### config.mk
export PLATFORM = sky130hd
export DESIGN_NAME = conv_out_packer
export DESIGN_NICKNAME = d
export VERILOG_FILES = /design/src/rtl/conv_pkg.sv /design/src/rtl/sync_fifo_fwft.sv /design/src/rtl/conv_out_packer.sv
export SDC_FILE = /design/constraint.sdc
export NUM_CORES = 1
export LEC_CHECK = 0
export BUFFER_PORTS_ARGS = -buffer_cell sky130_fd_sc_hd__buf_2
export CORE_MARGIN = 3
export CORE_UTILIZATION = 35
export CTS_CLUSTER_DIAMETER = 120
export DETAILED_ROUTE_END_ITERATION = 10
export PLACE_DENSITY_LB_ADDON = 0.25
export SLEW_MARGIN = 20
export SYNTH_ARGS = -nofsm -noshare
export SYNTH_HDL_FRONTEND = slang
export SYNTH_HIERARCHICAL = 1
export SYNTH_SLANG_ARGS = --single-unit
### constraint.sdc
create_clock -name clk -period 7.23 [get_ports clk]
set_input_delay 1.446 -clock clk [delete_from_list [all_inputs] [get_ports clk]]
set_output_delay 1.446 -clock clk [all_outputs]
set_load 0.03 [all_outputs]
### src/rtl/conv_pkg.sv
// conv_pkg: shared widths, lane states and FIFO entry type for the convolution output packer.
package conv_pkg;
  localparam int PIX_W = 8;
  localparam int WORD_W = 32;
  localparam int LANES = WORD_W / PIX_W;
  typedef logic [WORD_W-1:0] word_t;
  typedef struct packed {
    logic last;
    word_t word;
  } fifo_ent_t;
  typedef enum logic [1:0] {LANE0, LANE1, LANE2, LANE3} lane_e;
endpackage

### src/rtl/sync_fifo_fwft.sv
// sync_fifo_fwft: first-word-fall-through FIFO of fifo_ent_t, wrap-bit pointers, head reads zero when empty.
module sync_fifo_fwft
  import conv_pkg::*;
#(
  parameter int DEPTH = 16
) (
  input  logic                     clk,
  input  logic                     rstn,
  input  logic                     clr,
  input  logic                     push,
  input  logic                     pop,
  input  fifo_ent_t                din,
  output fifo_ent_t                dout,
  output logic                     full,
  output logic                     empty,
  output logic [$clog2(DEPTH):0]   level
);
  localparam int AW = $clog2(DEPTH);
  fifo_ent_t mem [DEPTH];
  logic [AW:0] wp, rp;
  assign level = wp - rp;
  assign empty = wp == rp;
  assign full = level == (AW+1)'(DEPTH);
  assign dout = empty ? '0 : mem[rp[AW-1:0]];
  always_ff @(posedge clk or posedge rstn)
    if (rstn) begin
      wp <= '0;
      rp <= '0;
    end else if (clr) begin
      wp <= '0;
      rp <= '0;
    end else begin
      if (push) wp <= wp + 1'b1;
      if (pop && !empty) rp <= rp + 1'b1;
    end
  always_ff @(posedge clk)
    if (push && !clr) mem[wp[AW-1:0]] <= din;
endmodule

### src/rtl/conv_out_packer.sv
// conv_out_packer: packs 8-bit pixels into 32-bit LE words with frame-last marking into a FWFT FIFO.
// PACKER_STATS_EN adds a saturating dropped-word counter port.
module conv_out_packer #(
  parameter int PIX_W = 8,
  parameter int WORD_W = 32,
  parameter int FIFO_DEPTH = 16,
  parameter int FRAME_PIX = 611204
) (
  input  logic                          clk,
  input  logic                          rstn,
  input  logic                          clr,
  input  logic                          valid_in,
  input  logic [PIX_W-1:0]              px_in,
  output logic                          m_valid,
  input  logic                          m_ready,
  output logic [WORD_W-1:0]             m_data,
  output logic                          m_last,
  output logic                          frame_done,
  output logic                          overflow,
  output logic [$clog2(FIFO_DEPTH):0]   fifo_level
`ifdef PACKER_STATS_EN
  ,output logic [15:0]                  dropped_cnt
`endif
);
  import conv_pkg::*;
  localparam int CW = $clog2(FRAME_PIX);
  lane_e lane;
  word_t acc, nxt;
  logic [CW-1:0] cnt;
  logic is_last, push_req, push, pop, drop, full, empty;
  fifo_ent_t head;
  assign is_last = cnt == CW'(FRAME_PIX - 1);
  assign push_req = valid_in && !clr && (lane == lane_e'(LANES - 1) || is_last);
  assign pop = m_valid && m_ready;
  // a full FIFO still accepts when the head leaves on the same edge
  assign push = push_req && (!full || pop);
  assign drop = push_req && full && !pop;
  assign m_valid = !empty;
  assign m_data = head.word;
  assign m_last = head.last;
  always_comb begin
    nxt = acc;
    nxt[int'(lane)*PIX_W +: PIX_W] = px_in;
  end
  sync_fifo_fwft #(.DEPTH(FIFO_DEPTH)) u_fifo (
    .clk(clk),
    .rstn(rstn),
    .clr(clr),
    .push(push),
    .pop(pop),
    .din('{last: is_last, word: nxt}),
    .dout(head),
    .full(full),
    .empty(empty),
    .level(fifo_level)
  );
  always_ff @(posedge clk or posedge rstn)
    if (rstn) begin
      lane <= LANE0;
      acc <= '0;
      cnt <= '0;
      frame_done <= 1'b0;
      overflow <= 1'b0;
    end else if (clr) begin
      lane <= LANE0;
      acc <= '0;
      cnt <= '0;
      frame_done <= 1'b0;
      overflow <= 1'b0;
    end else begin
      frame_done <= valid_in && is_last;
      if (drop) overflow <= 1'b1;
      if (valid_in) begin
        lane <= is_last ? LANE0 : lane_e'(lane + 2'd1);
        acc <= (lane == lane_e'(LANES - 1) || is_last) ? '0 : nxt;
        cnt <= is_last ? '0 : cnt + 1'b1;
      end
    end
`ifdef PACKER_STATS_EN
  always_ff @(posedge clk or posedge rstn)
    if (rstn) dropped_cnt <= '0;
    else if (clr) dropped_cnt <= '0;
    else if (drop && dropped_cnt != 16'hFFFF) dropped_cnt <= dropped_cnt + 1'b1;
`endif
endmodule

======== Yosys cells after proc, flatten, opt, wreduce, memory -nomap -nowiden ========
Memories as Yosys holds them, arrays and structs flattened.
Index checks and enable logic that the tools add are counted.
storage, ports and cells
  bits in registers ....................... 66
  bits in writable memories ............... 528
  word-level logic and storage cells ...... 59
  memories kept ........................... 1
memory list
  name        words  width  rd ports  clocked after Yosys merged registers in  wr ports  RTL line              RTL
  u_fifo.mem  16     33     1         0                                        1         sync_fifo_fwft.sv:19  fifo_ent_t mem [DEPTH];
cells by class
  add/sub/neg operators ................... 6
  eq/ne operators ......................... 4
  shifts and indexed selects .............. 2
  mux-type cells .......................... 20
  reductions and logical operators ........ 19
operators by type and width
  cell                                                    count
  2-to-1 mux 32 bit                                       3
  2-to-1 mux 20 bit                                       3
  2-to-1 mux 33 bit                                       1
  negator 5 -> 33 bit                                     1
  variable shift 8 x 33 -> 32 bit (first input constant)  1
  variable part select 8 x 33 -> 32 bit                   1
  bitwise mux 32 bit                                      1
  adder 20 x 1 -> 20 bit (second input constant)          1
  == test 20 bit (second input constant)                  1
  2-to-1 mux 5 bit                                        4
  adder 5 x 1 -> 5 bit (second input constant)            2
  logical AND 1 bit                                       9
  nonzero test 2 bit                                      4
  2-to-1 mux 2 bit                                        3
  == test 5 bit                                           1
  == test 5 bit (second input constant)                   1
  2-to-1 mux 1 bit                                        5
  subtractor 5 bit                                        1
  zero test 1 bit                                         4
  adder 2 x 1 -> 2 bit (second input constant)            1
  == test 2 bit (second input constant)                   1
  logical OR 1 bit                                        2

======== Depth between registers and ports, before layout ========
Gate-level depths: netlist (run 1).
  depth in word-level cells ............... 8
  depth in mapped cells ................... 14
  depth with buffers taken out ............ 12

======== Cells and area by module ========
The synthesis (run 1) kept the hierarchy.
modules (own cells, without submodules)
  module           instances  cells an instance  area each (um2)  seq. area each (um2)
  sync_fifo_fwft   1          905                21074.0          16105.4
  conv_out_packer  1          341                3109.2           1401.3

======== Worst setup path before layout (run 1) ========
Ideal clock, no wire load.
  kind .................................... reg-to-reg
  start ................................... register u_fifo.rp[1]
  end ..................................... memory u_fifo/mem[0][0] in the netlist's numbering (enable)
  setup time .............................. 464 ps
  arrival ................................. 5507 ps
  data required time ...................... 6766 ps
  path slack .............................. 1259 ps
  cell stages (with the launch flop) ...... 14
  buffers on the path ..................... 4
  clock period less this slack ............ 5971 ps
  cell sequence ........................... dfrtp_1 buf_6 buf_4 buf_2 buf_4 inv_1 fa_1 xor2_1 nor3_1 o211a_1 a211oi_1 nor2b_1 nand2_1 nor3_1
between the ends
  word-level cells in the longest chain between the ends .. 8
ends and longest elaborated chain
  what                                    RTL line               RTL
  start: declaration                      sync_fifo_fwft.sv:20   logic [AW:0] wp, rp;
  start signal: assignment                sync_fifo_fwft.sv:34   if (pop && !empty) rp <= rp + 1'b1;
  subtractor 5 bit                        sync_fifo_fwft.sv:21   assign level = wp - rp;
  net fifo_level[2]                       conv_out_packer.sv:20  output logic [$clog2(FIFO_DEPTH):0] fifo_level
  == test 5 bit                           sync_fifo_fwft.sv:23   assign full = level == (AW+1)'(DEPTH);
  net full                                conv_out_packer.sv:30  logic is_last, push_req, push, pop, drop, full, empty;
  zero test 1 bit                         conv_out_packer.sv:36  assign push = push_req && (!full || pop);
  logical OR 1 bit                        conv_out_packer.sv:36
  logical AND 1 bit                       conv_out_packer.sv:36
  net push                                conv_out_packer.sv:30
  logical AND 1 bit                       sync_fifo_fwft.sv:37   if (push && !clr) mem[wp[AW-1:0]] <= din;
  2-to-1 mux 1 bit                        sync_fifo_fwft.sv:37
  2-to-1 mux 1 bit (not written as such)  sync_fifo_fwft.sv:37
  end: declaration                        sync_fifo_fwft.sv:19
The timed path passes the listed nets, and every way through them passes these cells.

======== Worst setup path after layout (run 1) ========
  start ................................... register u_fifo.rp[2]
  end ..................................... output m_data[1]
between the ends
  word-level cells in the longest chain between the ends .. 2
ends and longest elaborated chain
  what               RTL line               RTL
  == test 5 bit      sync_fifo_fwft.sv:22   assign empty = wp == rp;
  net empty          conv_out_packer.sv:30
  2-to-1 mux 33 bit  sync_fifo_fwft.sv:24   assign dout = empty ? '0 : mem[rp[AW-1:0]];
  end: declaration   conv_out_packer.sv:16  output logic [WORD_W-1:0] m_data,
The timed path passes the listed nets, and every way through them passes these cells.

==> results.sh, run 1 <==
export IMPL_status="completed"
export IMPL_drtPass1Iterations=5
export IMPL_period_share_pct=82.9
export IMPL_start_kind="flop"
export IMPL_ys_flop_type="edfxtp_1"
export IMPL_rrSetupSlack_ns=2.10
export IMPL_fin_skew_ns=0.0141
export IMPL_cp_required_ns=5.78
export IMPL_ir_worst_vdd_uv=180
export IMPL_rsz0062_at_grt="no"
export IMPL_io_pins=54
export IMPL_post_cts_setup_buffers=0
export IMPL_cts_sinks=594
export IMPL_avgSynthCellArea_sq_um=19.4
export IMPL_fp_dieW_um=269
export IMPL_nNetsFinal=1389
export IMPL_grtUsageTotal_pct=15.4
export IMPL_ys_ff_latch=594
export IMPL_viasPerCell=5.37
export IMPL_htreeDepth=2
export IMPL_worst_path_buf_inv=3
export IMPL_remaining_drc_errors=0
export IMPL_overflow=0
export IMPL_final_cell_mix="528 x edfxtp_1, 76 x mux4_2, 69 x nand2_1"
export IMPL_place_hpwl_um=31000
export IMPL_rr_startpoint="u_fifo/rp[2]"
export IMPL_postRouteAntennaNets=0
export IMPL_grt_met2_usage_pct=25.0
export IMPL_startpoint="u_fifo/rp[2]"
export IMPL_cp_max_fo=70
export IMPL_async_flop_share_pct=11.1
export IMPL_critical_path_arrival_ns=4.55
export IMPL_portBuffers=53
export IMPL_clock_fmax_mhz=167
export IMPL_synth_cells=1246
export IMPL_register_area_sq_um=17500
export IMPL_holdWs_ns=0.489
export IMPL_synth_cell_types=58
export IMPL_grt_pass1_vias=12600
export IMPL_synth_compound_area_share_pct=4.41
export IMPL_antenna_found_initial=0
export IMPL_crit_type="reg -> out"
export IMPL_vias=12300
export IMPL_cts_clk_slew_worst_paths_ns=0.06
export IMPL_fin_tns_setup_ns=0
export IMPL_first_iter_violations=812
export IMPL_synthToLayoutAreaGrowth_pct=15.0
export IMPL_placed_cell_area_sq_um=25700
export IMPL_maxCapViolCount=0
export IMPL_use_met1_pct=21.7
export IMPL_design_area_sq_um=27800
export IMPL_crit_path_end_kind="output pin"
export IMPL_grt_pass1_wl_um=82700
export IMPL_syn_nets=1276
export IMPL_drive_gt1_share_pct=24.9
export IMPL_n_fill_cell=5971
export IMPL_setup_viol=0
export IMPL_initial_core_util_pct=35.7
export IMPL_worstMarginPinSlew_ns=1.10
export IMPL_core_sq_um=67800
export IMPL_hold_class="reg -> reg"
export IMPL_leakagePower_nw=9.55
export IMPL_dp_cells=2168
export IMPL_seq_area_frac_synth_pct=72.4
export IMPL_synth_mux_area_share_pct=14.8
export IMPL_place_gp_congestion=0.749
export IMPL_synth_simple_area_share_pct=4.61
export IMPL_hold_start="acc[1]"
export IMPL_cts_resized=0
export IMPL_drv_slew=0
export IMPL_yosysWarnings=6
export IMPL_synth_area_sq_um=24200
export IMPL_cp_slowest_stage_delay_ns=1.09
export IMPL_fp_row_count=95
export IMPL_clock_root_buffer="clkbuf_16"
export IMPL_stdcell_count=2282
export IMPL_diodes=0
export IMPL_slew_headroom_pct=26.4
export IMPL_synthAdderAreaFrac_pct=0.911
export IMPL_globalRoute_busiestLayer="met2"
export IMPL_holdPathStages=1
export IMPL_wl_per_cell_um=23.9
export IMPL_power_density_nw_per_um2=251
export IMPL_die_area_sq_um=72300
export IMPL_multi_input_area_sq_um=6240
export IMPL_cp_top_family="simple AND/OR/NAND/NOR gates"
export IMPL_synth_xor_area_share_pct=0.429
export IMPL_synth_top_family_by_area="multiplexers"
export IMPL_min_period_ns=5.99
export IMPL_grt_max_degree=71
export IMPL_r2r_end="u_fifo/mem[8][31]"
export IMPL_cts_buffers=61
export IMPL_hold_viol_final=0
export IMPL_reg2reg_depth=11
export IMPL_routed_wl_um=54700
export IMPL_tritoncts="yes"
export IMPL_synth_edf_count=528
export IMPL_insertion_delay_ns=0.62
export IMPL_path_cells="inv_1 > ha_1 > nand4_1 > nor2_1 > nor3_4 > buf_4 > a221o_1 > buf_2"
export IMPL_slowest_stage="dfrtp_4"
export IMPL_total_power_w=0.00699
export IMPL_clock_path_buffers=3
export IMPL_min_to="acc[1]"
export IMPL_final_common_cell="edfxtp_1"
export IMPL_hold_buffers=0
export IMPL_die_height_um=269
export IMPL_grt_util_met3_pct=2.49
-- layout make-up --
class / instances / area share [%]
Timing Repair Buffer: 113 / 2.65
Sequential cell: 594 / 63.0
Inverter: 50 / 0.675
Tap cell: 873 / 3.93
Clock buffer: 75 / 5.86
Multi-Input combinational cell: 539 / 22.4
Clock inverter: 38 / 1.44
-- power breakdown --
part	internal (W)	total, W	leakage, nW	switching [W]
clock network	0.00188	0.00315	0.999	0.00128
registers	0.00372	0.00373	6.03	0.00000483
logic	0.0000250	0.000108	2.52	0.0000827
total	0.00563	0.00699	9.55	0.00136
-- metrics by stage --
step / worst slack [ns] / utilization, %
6_report: 1.24 / 41.0
5_1_grt: 1.03 / 41.0
4_1_cts: 1.17 / 41.0
3_5_place_dp: 1.84 / 38.0
3_3_place_gp: 1.88 / 38.0
2_1_floorplan: 1.26 / -
-- flip-flops by register name (all words and copies together) (netlist names) --
signal,count
u_fifo/mem,528
acc,32
cnt,20
u_fifo/rp,5
u_fifo/wp,5
lane,2
frame_done,1
overflow,1
-- per-layer routing --
metal	vias up	part of all wire (%)
met1	6575	45
li1	5335	-
met4	0	2.2
met3	75	4.4
met2	268	48
met5	-	0
-- worst reg2reg max path: stages, from the launching register on --
cell	delay, ns
dfrtp_4	1.09
inv_1	0.20
ha_1	0.39
nand4_1	0.23
nor2_1	0.17
inv_1	0.13
nand2_1	0.10
a211oi_1	0.65
nor2b_1	0.33
nand2_1	0.28
nor2_4	0.83
buf_4	0.42
-- worst max path at each step --
stage | cells after the start | slack (ns) | end
final | 8 | 1.24 | m_data[1]
after global routing | 8 | 1.03 | m_data[1]
after CTS | 8 | 1.17 | m_data[1]
after detailed placement | 8 | 1.84 | m_data[1]
after global placement | 8 | 1.88 | m_data[1]
after floorplan | 13 | 1.26 | u_fifo/mem[0][0]
-- kinds of logic (layout without fill, tap and decap cells) --
family	count (synthesis)	count (layout)
compound gates	135	135
xor+xnor	11	11
fa+ha+maj	17	17
buf+inv	113	276
flops	594	594
mux	167	167
simple gates	209	209
-- cell usage after synthesis (all sizes together) (5+ instances only) --
library cell	instances	share of area, %
nor2b	32	0.83
xor2	7	0.28
o311ai	5	0.18
buf	43	1.4
nand3	26	0.54
ha	16	0.83
mux4	132	13
nand4	6	0.24
a221o	33	1.4
dfrtp	66	6.8
mux2	33	1.5
o21ai	43	0.91
a32o	32	1.3
nor2	32	0.51
edfxtp	528	66
or3	9	0.24
nand2	69	1.1
clkbuf	20	0.31
inv	50	0.78
nor3	10	0.23
a21oi	7	0.14
No activity file was read; power rests on OpenSTA's default activity.
==> run 2, diff against run 1 <==
Settings changed: ABC_AREA set to 1.
Clock period 7.23 ns to 6.2 ns, I/O delays scaled along.
==> results.sh, run 2 <==
export IMPL_cts_resized=0
export IMPL_final_common_cell="nand2_1"
export IMPL_setup_viol=0
export IMPL_clock_fmax_mhz=193
export IMPL_maxCapViolCount=0
export IMPL_vias=18700
export IMPL_n_fill_cell=7434
export IMPL_min_period_ns=5.19
export IMPL_htreeDepth=3
export IMPL_ir_worst_vdd_uv=228
export IMPL_switching_share_pct=20.8
export IMPL_seq_area_frac_synth_pct=64.7
export IMPL_placed_cell_area_sq_um=28500
export IMPL_worstMarginPinSlew_ns=1.08
export IMPL_insertion_delay_ns=0.59
export IMPL_startpoint="u_fifo/rp[1]"
export IMPL_finalWorstSetupSlack_ns=1.01
export IMPL_r2r_end="u_fifo/mem[10][13]"
export IMPL_cp_required_ns=4.96
export IMPL_holdWs_ns=0.481
export IMPL_status="completed"
export IMPL_seqPwrFrac_pct=52.4
export IMPL_synth_edf_count=528
export IMPL_synth_cells=2781
export IMPL_overflow=0
export IMPL_wl_per_cell_um=18.6
export IMPL_syn_nets=2811
export IMPL_start_kind="flop"
export IMPL_drive_gt1_share_pct=9.29
export IMPL_hold_viol_final=0
export IMPL_avgSynthCellArea_sq_um=9.72
export IMPL_grt_max_degree=189
export IMPL_power_density_nw_per_um2=274
export IMPL_leakagePower_nw=13.2
export IMPL_place_hpwl_um=42000
export IMPL_clock_root_buffer="clkbuf_16"
export IMPL_portBuffers=53
export IMPL_yosys_area_top_type="edfxtp_1"
export IMPL_fin_tns_setup_ns=0
export IMPL_ys_flop_type="edfxtp_1"
export IMPL_reg2reg_depth=14
export IMPL_synth_cell_types=33
export IMPL_ys_top_cells_by_area="edfxtp_1 59%, nand2_1 15%, dfrtp_1 6.1%"
export IMPL_nNetsFinal=2857
export IMPL_crit_path_end_kind="output pin"
export IMPL_fin_skew_ns=0.0333
export IMPL_design_area_sq_um=30600
export IMPL_critical_path_arrival_ns=3.95
export IMPL_drv_slew=0
export IMPL_yosysWarnings=6
export IMPL_die_area_sq_um=80600
export IMPL_synthToLayoutAreaGrowth_pct=13.2
export IMPL_yosysMostFrequentCell="nand2_1"
export IMPL_rrSetupSlack_ns=1.46
export IMPL_hold_buffers=0
export IMPL_p_clk_share_pct=45.0
export IMPL_fp_row_count=101
export IMPL_synthTopCellsByCount="1078 x nand2_1, 528 x edfxtp_1, 416 x inv_1, 322 x nand3_1, 72 x nor2_1"
export IMPL_rsz0062_at_grt="no"
export IMPL_p_int_w=0.00665
export IMPL_largest_reg_flops=528
export IMPL_period_share_pct=83.7
export IMPL_p_sw_w=0.00175
export IMPL_post_cts_setup_buffers=0
export IMPL_grt_pass1_wl_um=111000
export IMPL_final_cell_mix="1078 x nand2_1, 528 x edfxtp_1, 415 x inv_1"
export IMPL_p_comb_share_pct=2.6
export IMPL_cts_buffers=66
export IMPL_synth_area_sq_um=27000
export IMPL_tritoncts="yes"
export IMPL_hold_class="reg -> reg"
export IMPL_viasPerCell=4.80
export IMPL_remaining_drc_errors=0
export IMPL_routed_wl_um=72700
export IMPL_crit_end="m_data[31]"
export IMPL_core_sq_um=76200
export IMPL_rr_startpoint="u_fifo/rp[1]"
export IMPL_crit_type="reg -> out"
export IMPL_first_iter_violations=1701
export IMPL_clock_path_buffers=3
export IMPL_fp_dieW_um=284
export IMPL_grtUsageTotal_pct=17.8
export IMPL_antenna_found_initial=0
export IMPL_dp_slack_ns=1.50
export IMPL_postRouteAntennaNets=0
export IMPL_die_height_um=284
export IMPL_ys_ff_latch=594
export IMPL_drtPass1Iterations=7
export IMPL_cts_sinks=594
export IMPL_synth_top_area_share_pct=58.6
export IMPL_place_gp_congestion=0.858
export IMPL_cp_max_fo=69
export IMPL_async_flop_share_pct=11.1
export IMPL_initial_core_util_pct=35.5
export IMPL_grt_pass1_vias=18200
export IMPL_cts_clk_slew_worst_paths_ns=0.06
export IMPL_io_pins=54
export IMPL_slew_headroom_pct=27.6
run 2: kinds of logic (layout without fill, tap and decap cells):
| family | count (synthesis) | in the layout | share of synthesized area, % |
|---|---|---|---|
| xor gates and xnor gates | 14 | 14 | 0.453 |
| AOI/OAI and AO/OA | 88 | 88 | 1.70 |
| and+or+nand+nor | 1516 | 1516 | 23.4 |
| other | 0 | 1 | 0 |
| adders and majority gates | 17 | 17 | 0.814 |
| buffers and inverters | 552 | 645 | 8.94 |
| DFF | 594 | 594 | 64.7 |
run 2: power groups by stage:
| stage | logic [W] | registers, W | clock network (W) |
|---|---|---|---|
| final | 0.000223 | 0.00440 | 0.00378 |
| after floorplan | 0.000111 | 0.00448 | 0 |
| after global placement | 0.000217 | 0.00448 | 0 |
| after CTS | 0.000222 | 0.00440 | 0.00386 |
| after global routing | 0.000245 | 0.00440 | 0.00402 |
| after detailed placement | 0.000222 | 0.00448 | 0 |
run 2: worst max-delay path, stage by stage, from the launching register on:
cell and delay, ns:
dfrtp_4 0.65, inv_4 0.71, buf_4 0.85, nand3_1 0.14
nand2_1 0.10, nand2_1 0.05, nand2_1 0.10, inv_1 0.04
a21oi_1 0.37, buf_2 0.28
run 2: how the worst min path moves through the flow:
stage	startpoint	depth (start not counted)	endpoint	slack [ns]
floorplan	acc[6]	2	acc[6]	0.45
global placement	acc[20]	2	acc[20]	0.46
detailed placement	acc[4]	2	acc[4]	0.47
CTS	acc[4]	2	acc[4]	0.48
global route	acc[16]	2	acc[16]	0.49
finish	u_fifo/wp[4]	1	u_fifo/wp[4]	0.48
run 2: cell type report:
class	count	area (sq um)	share of cell area, %
inverters	425	1610	5.24
multi-input cells	1635	7350	24.0
clock inverters	26	230	0.752
repair buffers	105	806	2.63
well taps	1030	1290	4.21
flip-flops and latches	594	17500	57.2
diodes	1	2.50	0.00817
clock buffers	89	1820	5.95
run 2: per-layer routing:
metal  vias up  part of all wire [%]  track usage (%)
met5         -                     0                0
met4         0                   1.8             4.75
met3        87                   5.8             2.56
met2       549                    46             28.6
met1      9117                    46             25.4
li1       8987                     -                -
run 2: stage by stage:
stage                     util, %  cells  total power (W)
after floorplan                 -   2781          0.00459
after global placement       37.2   3782          0.00470
after detailed placement     37.4   3789          0.00471
after CTS                    40.1   3904          0.00848
after global routing         40.2   3904          0.00867
final                        40.2   3905          0.00840
